==> config.mk <==
export PLATFORM = sky130hd
export DESIGN_NAME = regfile_mbox
export DESIGN_NICKNAME = d
export VERILOG_FILES = /design/src/rtl/regfile_pkg.sv /design/src/rtl/regfile_mbox_chan.sv /design/src/rtl/regfile_mbox.sv
export SDC_FILE = /design/constraint.sdc
export NUM_CORES = 2
export LEC_CHECK = 0
export BUFFER_PORTS_ARGS = -buffer_cell sky130_fd_sc_hd__buf_2
export CORE_UTILIZATION = 60
export CTS_BUF_LIST = sky130_fd_sc_hd__clkbuf_4 sky130_fd_sc_hd__clkbuf_8
export CTS_CLUSTER_DIAMETER = 120
export CTS_CLUSTER_SIZE = 16
export DETAILED_ROUTE_END_ITERATION = 10
export PLACE_DENSITY = 0.89
export SYNTH_ARGS = -nofsm -noshare
export SYNTH_HDL_FRONTEND = slang
export SYNTH_SLANG_ARGS = --single-unit
==> constraint.sdc <==
create_clock -name clock -period 5.09 [get_ports clock]
set_input_delay 1.527 -clock clock [delete_from_list [all_inputs] [get_ports clock]]
set_output_delay 1.527 -clock clock [all_outputs]
set_load 0.05 [all_outputs]
==> src/rtl/regfile_pkg.sv <==
// Shared constants for the mailbox register file: default parameters and status-word layout.
package regfile_pkg;

    localparam int unsigned DEF_DATA_W     = 32;
    localparam int unsigned DEF_ADDR_W     = 5;
    localparam int unsigned DEF_NCH        = 3;
    localparam int unsigned DEF_EVT_W      = 4;
    localparam int unsigned DEF_MBOX_BASE  = 27;
    localparam int unsigned DEF_STATUS_REG = 26;
    localparam int unsigned DEF_DBG_N      = 3;

    // Status word field layout
    localparam int unsigned PEND_LSB  = 0;
    localparam int unsigned STALL_LSB = 16;
    localparam int unsigned STALL_W   = 8;
    localparam int unsigned STALL_MAX = 255;

endpackage

==> src/rtl/regfile_mbox_chan.sv <==
// One game-event mailbox channel: pending flag, ready logic and capture strobe.
module regfile_mbox_chan (
    input  logic clock,
    input  logic ctrl_reset,
    input  logic evtValid,
    input  logic cpuWrite,
    output logic evtReady_c,
    output logic capture_c,
    output logic pend
);

    // Accept only when the previous event has been consumed and not in reset
    always_comb begin
        evtReady_c = !pend && !ctrl_reset;
        capture_c  = evtValid && evtReady_c;
    end

    // Pending flag: set on capture (wins over a same-cycle CPU write), cleared by CPU write
    always_ff @(posedge clock) begin
        if (ctrl_reset) begin
            pend <= 1'b0;
        end else if (capture_c) begin
            pend <= 1'b1;
        end else if (cpuWrite) begin
            pend <= 1'b0;
        end
    end

endmodule

==> src/rtl/regfile_mbox.sv <==
// CPU register file with game-event mailboxes, a read-only status register and debug taps.
// Optional macro REGFILE_FWD_EN: same-cycle write-to-read forwarding.
module regfile_mbox
    import regfile_pkg::*;
#(
    parameter int unsigned DATA_W     = DEF_DATA_W,
    parameter int unsigned ADDR_W     = DEF_ADDR_W,
    parameter int unsigned NCH        = DEF_NCH,
    parameter int unsigned EVT_W      = DEF_EVT_W,
    parameter int unsigned MBOX_BASE  = DEF_MBOX_BASE,
    parameter int unsigned STATUS_REG = DEF_STATUS_REG,
    parameter int unsigned DBG_N      = DEF_DBG_N
) (
    input  logic                    clock,
    input  logic                    ctrl_reset,
    input  logic                    ctrl_writeEnable,
    input  logic [ADDR_W-1:0]       ctrl_writeReg,
    input  logic [DATA_W-1:0]       data_writeReg,
    input  logic [ADDR_W-1:0]       ctrl_readRegA,
    input  logic [ADDR_W-1:0]       ctrl_readRegB,
    output logic [DATA_W-1:0]       data_readRegA,
    output logic [DATA_W-1:0]       data_readRegB,
    input  logic [NCH-1:0]          evt_valid,
    input  logic [NCH*EVT_W-1:0]    evt_data,
    output logic [NCH-1:0]          evt_ready,
    output logic [DBG_N*DATA_W-1:0] dbg_regs
);

    localparam int unsigned DEPTH = 2**ADDR_W;
    localparam logic [ADDR_W-1:0] STATUS_IDX = ADDR_W'(STATUS_REG);

    // Parameter sanity checks
    if (MBOX_BASE + NCH - 1 >= DEPTH) begin : gErrMboxRange
        $error("regfile_mbox: mailbox range exceeds register depth");
    end
    if (STATUS_REG >= MBOX_BASE && STATUS_REG < MBOX_BASE + NCH) begin : gErrStatusOverlap
        $error("regfile_mbox: STATUS_REG overlaps mailbox range");
    end
    if (STATUS_REG == 0 || MBOX_BASE == 0) begin : gErrZeroIdx
        $error("regfile_mbox: STATUS_REG and MBOX_BASE must be nonzero");
    end
    if (DBG_N >= DEPTH) begin : gErrDbg
        $error("regfile_mbox: DBG_N too large");
    end
    if (EVT_W > DATA_W) begin : gErrEvtW
        $error("regfile_mbox: EVT_W exceeds DATA_W");
    end

    logic [DATA_W-1:0]  regs [DEPTH];
    logic [NCH-1:0]     pend;
    logic [NCH-1:0]     capture;
    logic [STALL_W-1:0] stallCnt;
    logic               wrCommit;
    logic               statusWr;
    logic               stallAny;
    logic [DATA_W-1:0]  statusWord;

    // Per-channel mailbox control
    for (genvar k = 0; k < NCH; k++) begin : gChan
        logic cpuWr;
        assign cpuWr = ctrl_writeEnable && (ctrl_writeReg == ADDR_W'(MBOX_BASE + k));
        regfile_mbox_chan uChan (
            .clock      (clock),
            .ctrl_reset (ctrl_reset),
            .evtValid   (evt_valid[k]),
            .cpuWrite   (cpuWr),
            .evtReady_c (evt_ready[k]),
            .capture_c  (capture[k]),
            .pend       (pend[k])
        );
    end

    // Write qualification and stall detection
    always_comb begin
        wrCommit = ctrl_writeEnable && (ctrl_writeReg != '0) && (ctrl_writeReg != STATUS_IDX);
        statusWr = ctrl_writeEnable && (ctrl_writeReg == STATUS_IDX);
        stallAny = !ctrl_reset && (|(evt_valid & ~evt_ready));
    end

`ifdef REGFILE_FWD_EN
    logic wrKeep;

    // A write survives unless a same-cycle event capture claims its mailbox
    always_comb begin
        wrKeep = wrCommit;
        for (int k = 0; k < NCH; k++) begin
            if (capture[k] && (ctrl_writeReg == ADDR_W'(MBOX_BASE + k))) begin
                wrKeep = 1'b0;
            end
        end
    end
`endif

    // Storage update: captured events are applied last so they override CPU writes
    always_ff @(posedge clock) begin
        if (ctrl_reset) begin
            for (int i = 0; i < DEPTH; i++) begin
                regs[ADDR_W'(i)] <= '0;
            end
        end else begin
            if (wrCommit) begin
                regs[ctrl_writeReg] <= data_writeReg;
            end
            for (int k = 0; k < NCH; k++) begin
                if (capture[k]) begin
                    regs[ADDR_W'(MBOX_BASE + k)] <= DATA_W'(evt_data[k*EVT_W +: EVT_W]);
                end
            end
        end
    end

    // Saturating stall counter; a status write clears it ahead of any increment
    always_ff @(posedge clock) begin
        if (ctrl_reset) begin
            stallCnt <= '0;
        end else if (statusWr) begin
            stallCnt <= '0;
        end else if (stallAny && (stallCnt != STALL_W'(STALL_MAX))) begin
            stallCnt <= stallCnt + STALL_W'(1);
        end
    end

    // Status word assembly
    always_comb begin
        statusWord = '0;
        statusWord[PEND_LSB +: NCH]      = pend;
        statusWord[STALL_LSB +: STALL_W] = stallCnt;
    end

    // Read port A
    always_comb begin
        data_readRegA = regs[ctrl_readRegA];
`ifdef REGFILE_FWD_EN
        if (wrKeep && (ctrl_readRegA == ctrl_writeReg)) begin
            data_readRegA = data_writeReg;
        end
`endif
        if (ctrl_readRegA == STATUS_IDX) begin
            data_readRegA = statusWord;
        end
        if (ctrl_readRegA == '0) begin
            data_readRegA = '0;
        end
    end

    // Read port B
    always_comb begin
        data_readRegB = regs[ctrl_readRegB];
`ifdef REGFILE_FWD_EN
        if (wrKeep && (ctrl_readRegB == ctrl_writeReg)) begin
            data_readRegB = data_writeReg;
        end
`endif
        if (ctrl_readRegB == STATUS_IDX) begin
            data_readRegB = statusWord;
        end
        if (ctrl_readRegB == '0) begin
            data_readRegB = '0;
        end
    end

    // Debug taps on registers 1..DBG_N
    for (genvar g = 0; g < DBG_N; g++) begin : gDbg
        assign dbg_regs[g*DATA_W +: DATA_W] = regs[ADDR_W'(g + 1)];
    end

endmodule

==> results.md <==
STA:
- The final number of setup-violating endpoints is 14.
- The fmax is 194.1 MHz.
- The share of the cycle needed by the critical path after routing is 1.012.
- The final critical delay including setup and external delays is 5.153 ns.
- The final-report hold violation count is 0.
- The worst max-slew margin expressed relative to the limit is 0.05072.
- Setup repair after global routing could not meet its margin everywhere.
- Clock skew on the completed layout was measured at 0.04148 ns.
- After layout, the worst setup slack is -0.06318 ns.
- The sum of negative setup slack is -0.2848 ns.
- The measured slew at the worst slew-check pin is 1.424 ns.
- The max-slew violation count is 0.

Synth:
- The post-synthesis cell count is 3615.
- The xor/xnor cell area share of the yosys netlist is 0.0009471.
- Measured against the total synthesized area, the mux share comes to 0.2300.
- In this run the cell area of the synthesized design comes to 55490 um^2.
- The post-synthesis sequential area ratio is 0.5581.
- The number of unique standard cell types used by synthesis is 53.
- The warning count from the yosys run is 0.
- In this run the mean area of a mapped cell was 15.35 um^2.
- Sorting the synthesized cells by area gives the leading types as sky130_fd_sc_hd__edfxtp_1 55%, sky130_fd_sc_hd__mux4_2 19%, sky130_fd_sc_hd__and2_1 11%, sky130_fd_sc_hd__mux2i_1 2.7%, sky130_fd_sc_hd__clkbuf_1 1.7%.
- The main combinational cell family by area after synthesis is multiplexers.
- The synthesized-area fraction occupied by ao, oa, aoi and oai cells is 0.04472.
- The most used flip-flop cell after synthesis is sky130_fd_sc_hd__edfxtp_1.
- The post-synthesis sequential element count is 1035.
- The fraction of registers with async set/reset is 0.
- The top-area cell type share of the netlist area is 0.5542.
- Counting instances in the post-synthesis netlist gives the leading cell types as 1024 x sky130_fd_sc_hd__edfxtp_1, 953 x sky130_fd_sc_hd__and2_1, 466 x sky130_fd_sc_hd__mux4_2, 245 x sky130_fd_sc_hd__clkbuf_1, 152 x sky130_fd_sc_hd__mux2i_1.
- sky130_fd_sc_hd__edfxtp_1 is the most common cell in the netlist.
- The post-synthesis share of cell area spent on full adders, half adders and majority gates is 0.0002255.
- Of all cell types, the one taking the most synthesized area is sky130_fd_sc_hd__edfxtp_1.
- Of the total synthesized cell area, the portion taken by AND, OR, NAND and NOR gates is 0.1269.
- Counting flops with a built-in enable in the synthesized netlist gives 1024.

CTS:
- The number of buffers created by CTS is 74.
- TritonCTS built the clock tree.
- The number of clock sinks is 1035.
- The tree is rooted in a sky130_fd_sc_hd__clkbuf_8.
- The number of levels the H-tree was split into is 3.
- The largest buffer count on any clock path is 3.
- The clock input transition at the sequential cells of the worst setup and hold paths is 0.10 ns.
- The clock network latency to the later pin of the worst-skew pair is 0.78 ns.

Pwr:
- The areal power density over the cells is 288.3 nW/um^2.
- The worst IR drop on VDD is 0.0001829 V.
- The leakage component of the power is 22.03 nW.
- After layout, the design draws a total of 17.84 mW.

Placement:
- The post-placement worst setup slack is -0.2500 ns.
- At the end of routability-driven placement, the weighted congestion stood at 0.9876.
- Once detailed placement completed, the half-perimeter wirelength came to 115800 um.
- The post-place instance area is 60100 um^2.
- The number of buffers added on ports is 227.

Floorplanning:
- The initial standard-cell utilization of the core is 0.6053.
- The floorplan core area is 91660 um^2.
- The standard-cell row count is 111.
- The full die area is 93700 um^2.
- The width of the die is 306.1 um.
- The overall die height is 306.1 um.
- During I/O placement, the number of pins put on the boundary was 228.

Global route:
- For this run the aggregate overflow at the end of global routing stands at 0.
- The overall track demand over capacity in global routing is 0.3763.
- The largest net degree at the start of global routing is 50.
- The number of global-route vias before repair was 37.48k.
- The initial antenna violation count is 21.
- The first-pass GRT wire length is 252500 um.

Critical path:
- STA puts the critical path data arrival time at 3.63 ns.
- Counting cells, the worst reg-to-reg path comes to 4.
- The cell seen most often among critical-path stages is sky130_fd_sc_hd__buf_12.
- The critical path goes through buf_12 > buf_12 > buf_16 > buf_12 > mux2i_1 > a221oi_1 > o21ai_0 > a211oi_2 > buf_4.
- The largest stage delay on the critical path is 0.42 ns.
- The critical path contains buffers and inverters numbering 5 combined.
- In this run the worst path has a maximum fanout of 25.
- The worst path required time is 3.56 ns.
- STA classifies the critical path startpoint as an input port.
- The slowest stage cell on the critical path is sky130_fd_sc_hd__a221oi_1.
- The critical register-to-register path endpoint is regs[27][29].
- The worst reg-to-reg setup slack is 2.15 ns.
- In this run the critical register-to-register path is launched from gChan[0].uChan.pend.
- On the critical path the largest part of the delay comes from compound AO/OA/AOI/OAI gates.
- The category of the most critical setup path is input port to output port.
- STA classifies the critical path endpoint as an output port.

Layout:
- The share of post-route cells with drive strength above 1 is 0.3393.
- Summing all non-filler instances in the final layout gives an area of 61870 um^2.
- Counting the fill cells in the layout gives 5697.
- The layout overhead on the synthesized area is 11.50%.
- The layout net count is 3990.
- The post-layout utilization of the core is 0.6750.

Detailed routing:
- Before antenna repair, the detailed router went through 9 iterations.
- The number of DRC violations after detailed routing is 0.
- The count of antenna-violating nets left after detailed routing is 0.
- The via total after detailed routing is 37.76k.
- The detailed router finished its first iteration with 7386 violations.
- The vias per cell is 7.332.
- The final routed wire length divided by cell count is 34.53 um.
- For this block, the routed nets add up to 177800 um of wire.

Status:
- The checks that failed: negative setup slack.
- The flow ran to the end, but the final reports show violations.

Min path:
- Counting instances, the worst hold path has a depth of 2.
- The endpoint with the worst hold slack is stallCnt[6].
- The source of the worst hold timing path is stallCnt[6].
- The worst hold path belongs to the class flip-flop to flip-flop.

Flow run:
- Max-cap violations in this run came to 0.
==> layer usage <==
layer	wire, um	vias to the layer above	part of all wire	track usage
met5	71	-	0.00040	0
met2	80890	3932	0.45	0.5788
met1	54340	18488	0.31	0.4701
met3	30300	864	0.17	0.1264
met4	12240	12	0.069	0.2151
li1	-	14465	-	-
==> sequential cells by signal (all words and copies together) (netlist names) <==
register,flops
stallCnt,8
regs,1024
gChan.uChan.pend,3
==> metrics by stage <==
stage / hold slack [ns] / std cells
finish: 0.6154 / 5150
global route: 0.6369 / 5146
CTS: 0.5962 / 5136
detailed placement: 0.5719 / 5027
global placement: 0.5613 / 5027
floorplan: 0.5066 / 3678
==> worst register-to-register path: stages, from the launching register on <==
cell                      delay [ns]
sky130_fd_sc_hd__dfxtp_1        0.42
sky130_fd_sc_hd__nor2_1         0.27
sky130_fd_sc_hd__and2_1         0.69
sky130_fd_sc_hd__nor3_2         0.09
sky130_fd_sc_hd__or3_2          0.97
==> cell type report <==
class	count	area (um^2)	area share
clock buffers	100	1220	0.01972
clock inverters	7	55.05	0.0008898
well taps	1186	1484	0.02398
multi-input cells	2213	23020	0.3721
repair buffers	557	4933	0.07974
flip-flops and latches	1035	30970	0.5006
inverters	43	165.2	0.002669
diodes	9	22.52	0.0003640
==> kinds of logic after synthesis <==
group | Yosys count
other | 1
DFF | 1035
muxes | 684
adders and majority gates | 1
and+or+nand+nor | 1166
AOI/OAI and AO/OA | 292
xor gates and xnor gates | 6
buffers and inverters | 430
==> how the worst max path moves through the flow <==
| stage | startpoint | end | slack (ns) | cells past startpoint |
|---|---|---|---|---|
| 2_1_floorplan | ctrl_readRegB[1] | data_readRegB[16] | 0.1 | 9 |
| 3_3_place_gp | ctrl_readRegA[2] | data_readRegA[16] | -0.30 | 8 |
| 3_5_place_dp | ctrl_readRegA[2] | data_readRegA[16] | -0.25 | 8 |
| 4_1_cts | ctrl_readRegA[0] | data_readRegA[4] | 0.003 | 9 |
| 5_1_grt | ctrl_readRegA[0] | data_readRegA[26] | -0.03 | 9 |
| 6_report | ctrl_readRegA[0] | data_readRegA[22] | -0.06 | 9 |
==> repair_timing <==
item / CTS / global route
hold buffers: 0 / 0
endpoints found under the setup margin: 13 / 38
cloned: 2 / 2
buffers inserted: 0 / 3
pin swaps: 0 / 3
gates resized for setup: 18 / 73
==> cells in the final DEF, fill, tap and decap left out, types with 29 or more instances in the layout <==
cell                       count
sky130_fd_sc_hd__a221oi_2     48
sky130_fd_sc_hd__a22o_1       34
sky130_fd_sc_hd__and2_1      953
sky130_fd_sc_hd__buf_12       76
sky130_fd_sc_hd__buf_2       186
sky130_fd_sc_hd__buf_4       270
sky130_fd_sc_hd__clkbuf_8     77
sky130_fd_sc_hd__conb_1       64
sky130_fd_sc_hd__edfxtp_1   1024
sky130_fd_sc_hd__mux2_1       44
sky130_fd_sc_hd__mux2i_1     151
sky130_fd_sc_hd__mux4_2      466
sky130_fd_sc_hd__nand2_1      64
sky130_fd_sc_hd__nor2_2       31
sky130_fd_sc_hd__o221ai_1     60
sky130_fd_sc_hd__o22ai_1      44
sky130_fd_sc_hd__or2_2        29
==> report_power, final <==
part / internal, mW / total [mW] / leakage, nW / switching [mW]
Sequential: 9.84 / 10.1 / 9.95 / 0.291
Clock: 1.55 / 4.29 / 0.664 / 2.73
Combinational: 1.37 / 3.42 / 11.4 / 2.06
(Power assumes the default switching activity.)
